===== src/rtl/mem_host_port.sv =====
// Host command port: bridges a valid/ready command/response channel to separate
// instruction- and data-memory strobes, and gates CPU execution for counted runs.
module mem_host_port #(
    parameter int unsigned DATA_W = 32
) (
    input  logic              clk,
    input  logic              rst,

    input  logic              cmd_valid,
    output logic              cmd_ready,
    input  logic [2:0]        cmd_op,
    input  logic [DATA_W-1:0] cmd_addr,
    input  logic [DATA_W-1:0] cmd_data,

    output logic              rsp_valid,
    input  logic              rsp_ready,
    output logic [DATA_W-1:0] rsp_data,
    output logic              rsp_err,

    input  logic              run_abort,

    output logic [DATA_W-1:0] addr_ext,
    output logic              wen_ext,
    output logic              ren_ext,
    output logic [DATA_W-1:0] wdata_ext,
    input  logic [DATA_W-1:0] rdata_ext,

    output logic [DATA_W-1:0] addr_ext_2,
    output logic              wen_ext_2,
    output logic              ren_ext_2,
    output logic [DATA_W-1:0] wdata_ext_2,
    input  logic [DATA_W-1:0] rdata_ext_2,

    output logic              enable
);

    typedef enum logic [2:0] {
        StIdle,
        StWr,
        StRdReq,
        StRdWait,
        StRun,
        StRsp
    } state_e;

    state_e            state_q, state_d;
    logic              dmem_q, dmem_d;
    logic [DATA_W-1:0] addr_q, addr_d;
    logic [DATA_W-1:0] data_q, data_d;
    logic [DATA_W-1:0] res_q, res_d;
    logic              err_q, err_d;
    logic              rsp_valid_q, rsp_valid_d;
    logic              rdy_q;

    always_comb begin
        state_d = state_q;
        dmem_d  = dmem_q;
        addr_d  = addr_q;
        data_d  = data_q;
        res_d   = res_q;
        err_d   = err_q;

        unique case (state_q)
            StIdle: begin
                if (cmd_valid && cmd_ready) begin
                    dmem_d = cmd_op[1];
                    addr_d = cmd_addr;
                    data_d = cmd_data;
                    res_d  = '0;
                    err_d  = 1'b0;
                    case (cmd_op)
                        3'b000, 3'b010: state_d = StWr;
                        3'b001, 3'b011: state_d = StRdReq;
                        3'b100:         state_d = (cmd_data != '0) ? StRun : StRsp;
                        default: begin
                            err_d   = 1'b1;
                            state_d = StRsp;
                        end
                    endcase
                end
            end
            StWr:    state_d = StRsp;
            StRdReq: state_d = StRdWait;
            StRdWait: begin
                res_d   = dmem_q ? rdata_ext_2 : rdata_ext;
                state_d = StRsp;
            end
            StRun: begin
                // res_q doubles as the enable-cycle counter; this cycle is counted even on abort
                res_d = res_q + DATA_W'(1);
                if (run_abort || (res_d == data_q)) begin
                    state_d = StRsp;
                end
            end
            StRsp: begin
                if (rsp_valid_q && rsp_ready) begin
                    state_d = StIdle;
                end
            end
            default: state_d = StIdle;
        endcase
    end

    // Response becomes visible one cycle after entering StRsp and drops on transfer
    assign rsp_valid_d = (state_q == StRsp) && !(rsp_valid_q && rsp_ready);

    always_ff @(posedge clk) begin
        if (rst) begin
            state_q     <= StIdle;
            dmem_q      <= 1'b0;
            addr_q      <= '0;
            data_q      <= '0;
            res_q       <= '0;
            err_q       <= 1'b0;
            rsp_valid_q <= 1'b0;
            rdy_q       <= 1'b0;
        end else begin
            state_q     <= state_d;
            dmem_q      <= dmem_d;
            addr_q      <= addr_d;
            data_q      <= data_d;
            res_q       <= res_d;
            err_q       <= err_d;
            rsp_valid_q <= rsp_valid_d;
            rdy_q       <= 1'b1;
        end
    end

    assign cmd_ready = rdy_q && (state_q == StIdle);
    assign rsp_valid = rsp_valid_q;
    assign rsp_data  = rsp_valid_q ? res_q : '0;
    assign rsp_err   = rsp_valid_q && err_q;
    assign enable    = (state_q == StRun);

    assign wen_ext   = (state_q == StWr)    && !dmem_q;
    assign ren_ext   = (state_q == StRdReq) && !dmem_q;
    assign wen_ext_2 = (state_q == StWr)    && dmem_q;
    assign ren_ext_2 = (state_q == StRdReq) && dmem_q;

    assign addr_ext    = (wen_ext || ren_ext) ? addr_q : '0;
    assign wdata_ext   = wen_ext ? data_q : '0;
    assign addr_ext_2  = (wen_ext_2 || ren_ext_2) ? addr_q : '0;
    assign wdata_ext_2 = wen_ext_2 ? data_q : '0;

endmodule

===== config.mk =====
export PLATFORM = sky130hd
export DESIGN_NAME = mem_host_port
export DESIGN_NICKNAME = d
export VERILOG_FILES = /design/src/rtl/mem_host_port.sv
export SDC_FILE = /design/constraint.sdc
export NUM_CORES = 1
export LEC_CHECK = 0
export CAP_MARGIN = 30
export CORE_UTILIZATION = 39
export DETAILED_ROUTE_END_ITERATION = 8
export PLACE_DENSITY = 0.78
export SYNTH_ARGS = -nofsm -noshare
export SYNTH_HDL_FRONTEND = slang
export SYNTH_SLANG_ARGS = --single-unit
export TNS_END_PERCENT = 100

===== constraint.sdc =====
create_clock -name clk -period 2.3 [get_ports clk]
set_input_delay 0.23 -clock clk [delete_from_list [all_inputs] [get_ports clk]]
set_output_delay 0.23 -clock clk [all_outputs]
set_load 0.01 [all_outputs]

==> metrics, run 1 <==
CP startpoint kind=flip-flop; hold_sp=rst; worst stage delay on the critical path=0.40 ns; Post-synth EDFFs=0; Slew headroom=51.6%; most common cell in the netlist=nand2_1; number of global-route vias before repair=7,404; gpl congestion=0.964; Layout Nets=roughly 1,400; syn_area_per_cell=7.24 µm²; worst-case reg-to-reg path depth=9; register bit total from synthesis=103; CTS tree=done; Setup crit end kind=flip-flop; design area=10,800 µm²; Crit Path Class=flip-flop to flip-flop; CTS Hold Bufs=0; Seq/Total Area, Yosys=~30%; Synth Flop Type=dfxtp_1; synthesized net count=~1,100; die area=between 15,000 and 20,000 µm²; Post-synth top cells=nand2_1 (165), dfxtp_1 (103), and2_1 (102); Hold Path Class=input pin to flip-flop; Max-Cap Viols=0; first-pass GRT wire length=~40,000 µm; io pins=about 300; Core Area=around 17,000 µm²; Worst Hold Depth=2; PwrDens=593 nW/µm²; f_max=around 0.44 GHz; # setup viols final=0; Total Wirelength=between 20,000 and 30,000 µm; Worst-path clk slew=0.08 ns; Final Hold Fails=0; DP Worst Slack=-0.148 ns; Post-synth ARST share=0%; Reg2Reg Capture Point=state_q[0]$_SDFFE_PP0P_; Synthesis Warnings=0; setup slack after layout=between 0.015 and 0.02 ns; root buffer selected by CTS=clkbuf_16; Iter 0 DRT Violations=between 600 and 700; cell count after placement=1,473; Cell Count, Final, Fillers Out=around 1,500; vias per cell=5.35; Sink Count=about 100; VDD IR max=a little under 0.0005 V; Area Overhead vs Synth=55.8%; CTS Buffer Depth=2; clock latency on the worst-skew pair=about 0.36 ns; Die Span Y=roughly 140 µm; status=finished clean; RSZ-0062 raised after global routing=true; port bufs=303; via count=approximately 8,000; min cycle time layout=roughly 2.3 ns; detailed-route DRC error count=0; Yosys top cell by area=dfxtp_1; Synth top area share=29.8%; largest net degree at the start of global routing=68; Inserted Clock Buffers=9; die width=135 µm; worst slew pin tran=about 0.73 ns; GRT Overall Usage=between 20% and 30%; flop2flop setup slack=0.02 ns; worst r2r src=res_q[5]$_SDFFE_PP0P_; synth top area cells=dfxtp_1 (30%), and2_1 (9.2%), nand2_1 (8.9%); Req. time, crit path=between 2 and 3 ns; CP cell instances=nand4_4 -> buf_4 -> nor4_2 -> buf_4 -> a21o_1 -> o211ai_1 -> nor4_2 -> nand4_1 -> o41ai_2; WL per Instance=roughly 18 µm; layout cell share with drive strength beyond 1=between 10% and 20%; Netlist cell types=55; worst-path maximum fanout=6; Setup Skew=~0.011 ns; H-tree levels=3; Initial Util=roughly two fifths; fin crit share=between 90% and 100%; max-slew violation count=0; initial antenna violation count=1; M1 WL=10,400 µm; WL met2=12,700 µm; leak pwr=about 4.6 nW; row cnt=48; slowest CP cell=dfxtp_1; Worst Path Arrival=2.54 ns; Final TNS setup=0 ns; DRT Pass-1 Iters=7; DR top layer=met4; Routed Antenna Nets=0; hold endpoint=dmem_q$_SDFFE_PP0P_; cell count after synthesis=about 960; met3 wire length=2360 µm; gr ovfl total=0; hpwl dp=19,500 µm; area of the mapped netlist=6920 µm²; dpl cell area=approximately 11,000 µm²; Core Util, Final=62.4%
flip-flops by register name (all words and copies together), names as in the netlist:
signal	count
addr_q	32
data_q	32
dmem_q	1
err_q	1
rdy_q	1
res_q	32
rsp_valid	1
state_q	3
cells by family (layout without fill, tap and decap cells):
logic type,Yosys count,after routing,share of synthesized area [%]
adders and majority gates,2,2,0.361
other,0,1,0
DFF,103,103,29.8
AOI/OAI and AO/OA,182,182,15.4
muxes,34,34,5.22
xor gates and xnor gates,48,48,6.07
and+or+nand+nor,502,503,38.4
buffers and inverters,85,403,4.83
metrics by stage:
step | power, mW | hold WS, ns
after floorplan | 3.60 | 0.366
after global placement | 4.71 | 0.440
after detailed placement | 4.75 | 0.442
after CTS | 6.32 | 0.306
after global routing | 6.74 | 0.329
final | 6.40 | 0.315
cell usage in the layout (no fill, tap or decap), drive strengths merged, types with 28 or more instances in the layout:
cell | Yosys | routed
a21oi | 100 | 100
and2 | 102 | 102
buf | 17 | 78
clkbuf | 61 | 41
clkdlybuf4s50 | 0 | 176
dfxtp | 103 | 103
dlygate4sd2 | 0 | 82
nand2 | 165 | 165
nor2 | 57 | 58
nor2b | 68 | 68
o21ai | 28 | 28
xnor2 | 28 | 28
how the worst max path moves through the flow:
stage / startpoint / endpoint / slack [ns] / cells past startpoint
global placement: res_q[0]$_SDFFE_PP0P_ / state_q[0]$_SDFFE_PP0P_ / -0.16 / 8
detailed placement: res_q[0]$_SDFFE_PP0P_ / state_q[0]$_SDFFE_PP0P_ / -0.15 / 8
floorplan: res_q[0]$_SDFFE_PP0P_ / state_q[0]$_SDFFE_PP0P_ / 0.004 / 8
finish: res_q[5]$_SDFFE_PP0P_ / state_q[0]$_SDFFE_PP0P_ / 0.02 / 9
global route: res_q[0]$_SDFFE_PP0P_ / state_q[0]$_SDFFE_PP0P_ / -0.10 / 8
CTS: res_q[0]$_SDFFE_PP0P_ / state_q[0]$_SDFFE_PP0P_ / 0.008 / 9
metal layers:
metal  track usage, %  vias up
met2             47.0      376
met5                0        -
li1                 -     3892
met3             8.23       57
met1             33.1     3708
met4             10.2        0
timing repair:
item | in CTS | in global routing
endpoints found under the setup margin | 132 | 43
gates resized for setup | 135 | 88
setup buffers | 5 | 3
gates cloned | 2 | 1
pin swaps | 1 | 5
where the power goes:
group	switching (mW)	internal [mW]	leakage [nW]
combinational	1.48	1.19	3.65
sequential	0.254	1.98	0.841
clock	0.743	0.755	0.140
critical path, delay by kind of cell (launching register included):
family                 cells  cell delay, ns
flip-flops                 1            0.40
AND/OR/NAND/NOR            4            0.85
AO/OA/AOI/OAI              3            0.53
buffers and inverters      2            0.40
final cells by class:
class | instances | area, µm²
diodes | 1 | 2.50
clock inverters | 6 | 53.8
flip-flops and latches | 103 | 2080
clock buffers | 10 | 229
multi-input cells | 769 | 4660
fillers | 1591 | 6510
repair buffers | 380 | 3450
inverters | 7 | 26.3
well taps | 225 | 282
Power figures use the tool's default switching activity.
==> run 2, diff against run 1 <==
Settings changed: CORE_ASPECT_RATIO set to 1.4.
==> run 2 against run 1 <==
  * The flow now finishes with violations (setup timing)
  * Clock power increased by 12%
  * Non-clock buffer count increased by 29
  * Clock-buffer cell count decreased by 1
  * Setup slack got worse by 0.059 ns
==> metrics, run 2 (synthesis results as in run 1) <==
first-pass GRT wire length=approximately 42,000 µm; max-slew violation count=0; Layout Nets=approximately 1,400; io pins=between 300 and 400; CP cell instances=buf_4 -> ha_1 -> inv_1 -> nor4_2 -> nand2_1 -> nor3_2 -> xnor2_1 -> o2111ai_1 -> o41ai_2; die area=between 15,000 and 20,000 µm²; CTS tree=done; # setup viols final=1; RSZ-0062 raised after global routing=true; Setup Skew=0.0130 ns; number of global-route vias before repair=about 8,000; setup slack after layout=-0.0405 ns; largest net degree at the start of global routing=67; WL per Instance=roughly 18 µm; vias per cell=approximately 5.3; Die Span Y=between 150 and 200 µm; row cnt=57; Total Wirelength=~27,000 µm; detailed-route DRC error count=0; initial antenna violation count=0; Core Area=between 15,000 and 20,000 µm²; Diodes inserted=0; Largest regs=addr_q: 32 flops, data_q: 32 flops, res_q: 32 flops; min cycle time layout=about 2.3 ns; dpl cell area=about 11,000 µm²; Setup crit end kind=flip-flop; cell count after placement=around 1,500; worst stage delay on the critical path=roughly 0.36 ns; GRT Overall Usage=just under 30%; Crit Path Class=flip-flop to flip-flop; Cell Count, Final, Fillers Out=approximately 1,500; Slew headroom=a little over half; die width=roughly 110 µm; commonest non-fill, non-tap cell in the layout=clkdlybuf4s50_1; PwrDens=591 nW/µm²; Max-Cap Viols=0; failing checks=setup timing; fin crit share=102%; layout cell share with drive strength beyond 1=16.7%; leak pwr=4.93 nW; gpl congestion=0.931; status=complete, but fails checks; Sink Count=between 100 and 150; f_max=0.427 GHz; H-tree levels=3; CTS Hold Bufs=0; Worst Path Arrival=around 2.6 ns; slowest CP cell=dfxtp_2; root buffer selected by CTS=clkbuf_16; Routed Antenna Nets=0; Area Overhead vs Synth=60.8%; VDD IR max=between 0.0004 and 0.0005 V; Req. time, crit path=about 2.6 ns; Hold Path Class=input pin to flip-flop; via count=8,167; Worst-path clk slew=roughly 0.08 ns; gr ovfl total=0; DRT Pass-1 Iters=6; worst hold slack=around 0.28 ns; worst-path maximum fanout=4; design area=11,100 µm²; Iter 0 DRT Violations=418; DP Worst Slack=-0.291 ns; CP startpoint kind=flip-flop; port bufs=approximately 300; Initial Util=between 30% and 40%; Final Hold Fails=0; CTS Buffer Depth=2; hpwl dp=~20,000 µm; clock latency on the worst-skew pair=approximately 0.36 ns; most frequent cells in the layout=clkdlybuf4s50_1 (194), nand2_1 (162), and2_1 (101), a21oi_1 (100), buf_4 (97); Inserted Clock Buffers=9; Power Total=roughly 6.6 mW; Fillers=between 1,500 and 2,000; worst slew pin tran=0.680 ns
## run 2: cell count changes in the layout (fill, tap and decap cells not counted), moves of 5 or more
cell and delta:
dlymetal6s2s_1 +16, dlygate4sd2_1 -41, buf_4 +27, clkdlybuf4s50_1 +18, clkbuf_2 +5
## run 2: final cells by class
class | count | area (µm²) | area share (%)
Clock buffer | 9 | 225 | 2.02
Clock inverter | 7 | 97.6 | 0.877
Inverter | 7 | 26.3 | 0.236
Multi-Input combinational cell | 768 | 4650 | 41.8
Sequential cell | 103 | 2090 | 18.8
Tap cell | 236 | 295 | 2.65
Timing Repair Buffer | 409 | 3740 | 33.6
## run 2: repair_timing
item	4_1_cts	5_1_grt
gates cloned	1	0
hold endpoints to repair	0	0
pin swaps	4	12
resized for setup	101	129
endpoints found under the setup margin	132	84
setup buffers	8	7
## run 2: per-layer routing
layer	GRT usage (%)	up-vias	share of wire (%)
met5	0	-	0
li1	-	3950	-
met2	52.8	359	51
met4	12.9	0	3.8
met3	5.65	67	7.1
met1	33.1	3791	38
## run 2: metrics by stage
step	util, %	setup TNS [ns]
final	64.2	-0.0405
after global routing	64.2	-0.121
after CTS	63.9	-1.32
after detailed placement	61.7	-0.713
after global placement	61.7	-0.351
after floorplan	-	0
## run 2: path summary, 6_finish.rpt
kind                          startpoint                 endpoint  slack [ns]  cells after the start
setup / recovery   res_q[1]$_SDFFE_PP0P_  state_q[0]$_SDFFE_PP0P_       -0.04                      9
hold / removal                       rst  addr_q[28]$_SDFFE_PP0P_        0.28                      2
setup reg to reg   res_q[1]$_SDFFE_PP0P_  state_q[0]$_SDFFE_PP0P_       -0.04                      9
hold reg to reg   addr_q[1]$_SDFFE_PP0P_   addr_q[1]$_SDFFE_PP0P_        0.46                      2
## run 2: power by group
part / leakage (nW) / switching [mW] / internal, mW / total, mW
registers: 0.842 / 0.235 / 1.98 / 2.21
clock network: 0.158 / 0.793 / 0.882 / 1.68
logic: 3.93 / 1.49 / 1.21 / 2.69
total: 4.93 / 2.52 / 4.06 / 6.58
## run 2: worst max-delay path: cells and delay by family (launching register included)
kind / cells / cell delay (ns)
xor gates and xnor gates: 1 / 0.16
AOI/OAI and AO/OA: 2 / 0.51
DFF: 1 / 0.36
adders and majority gates: 1 / 0.18
buffers and inverters: 2 / 0.20
and+or+nand+nor: 3 / 0.83
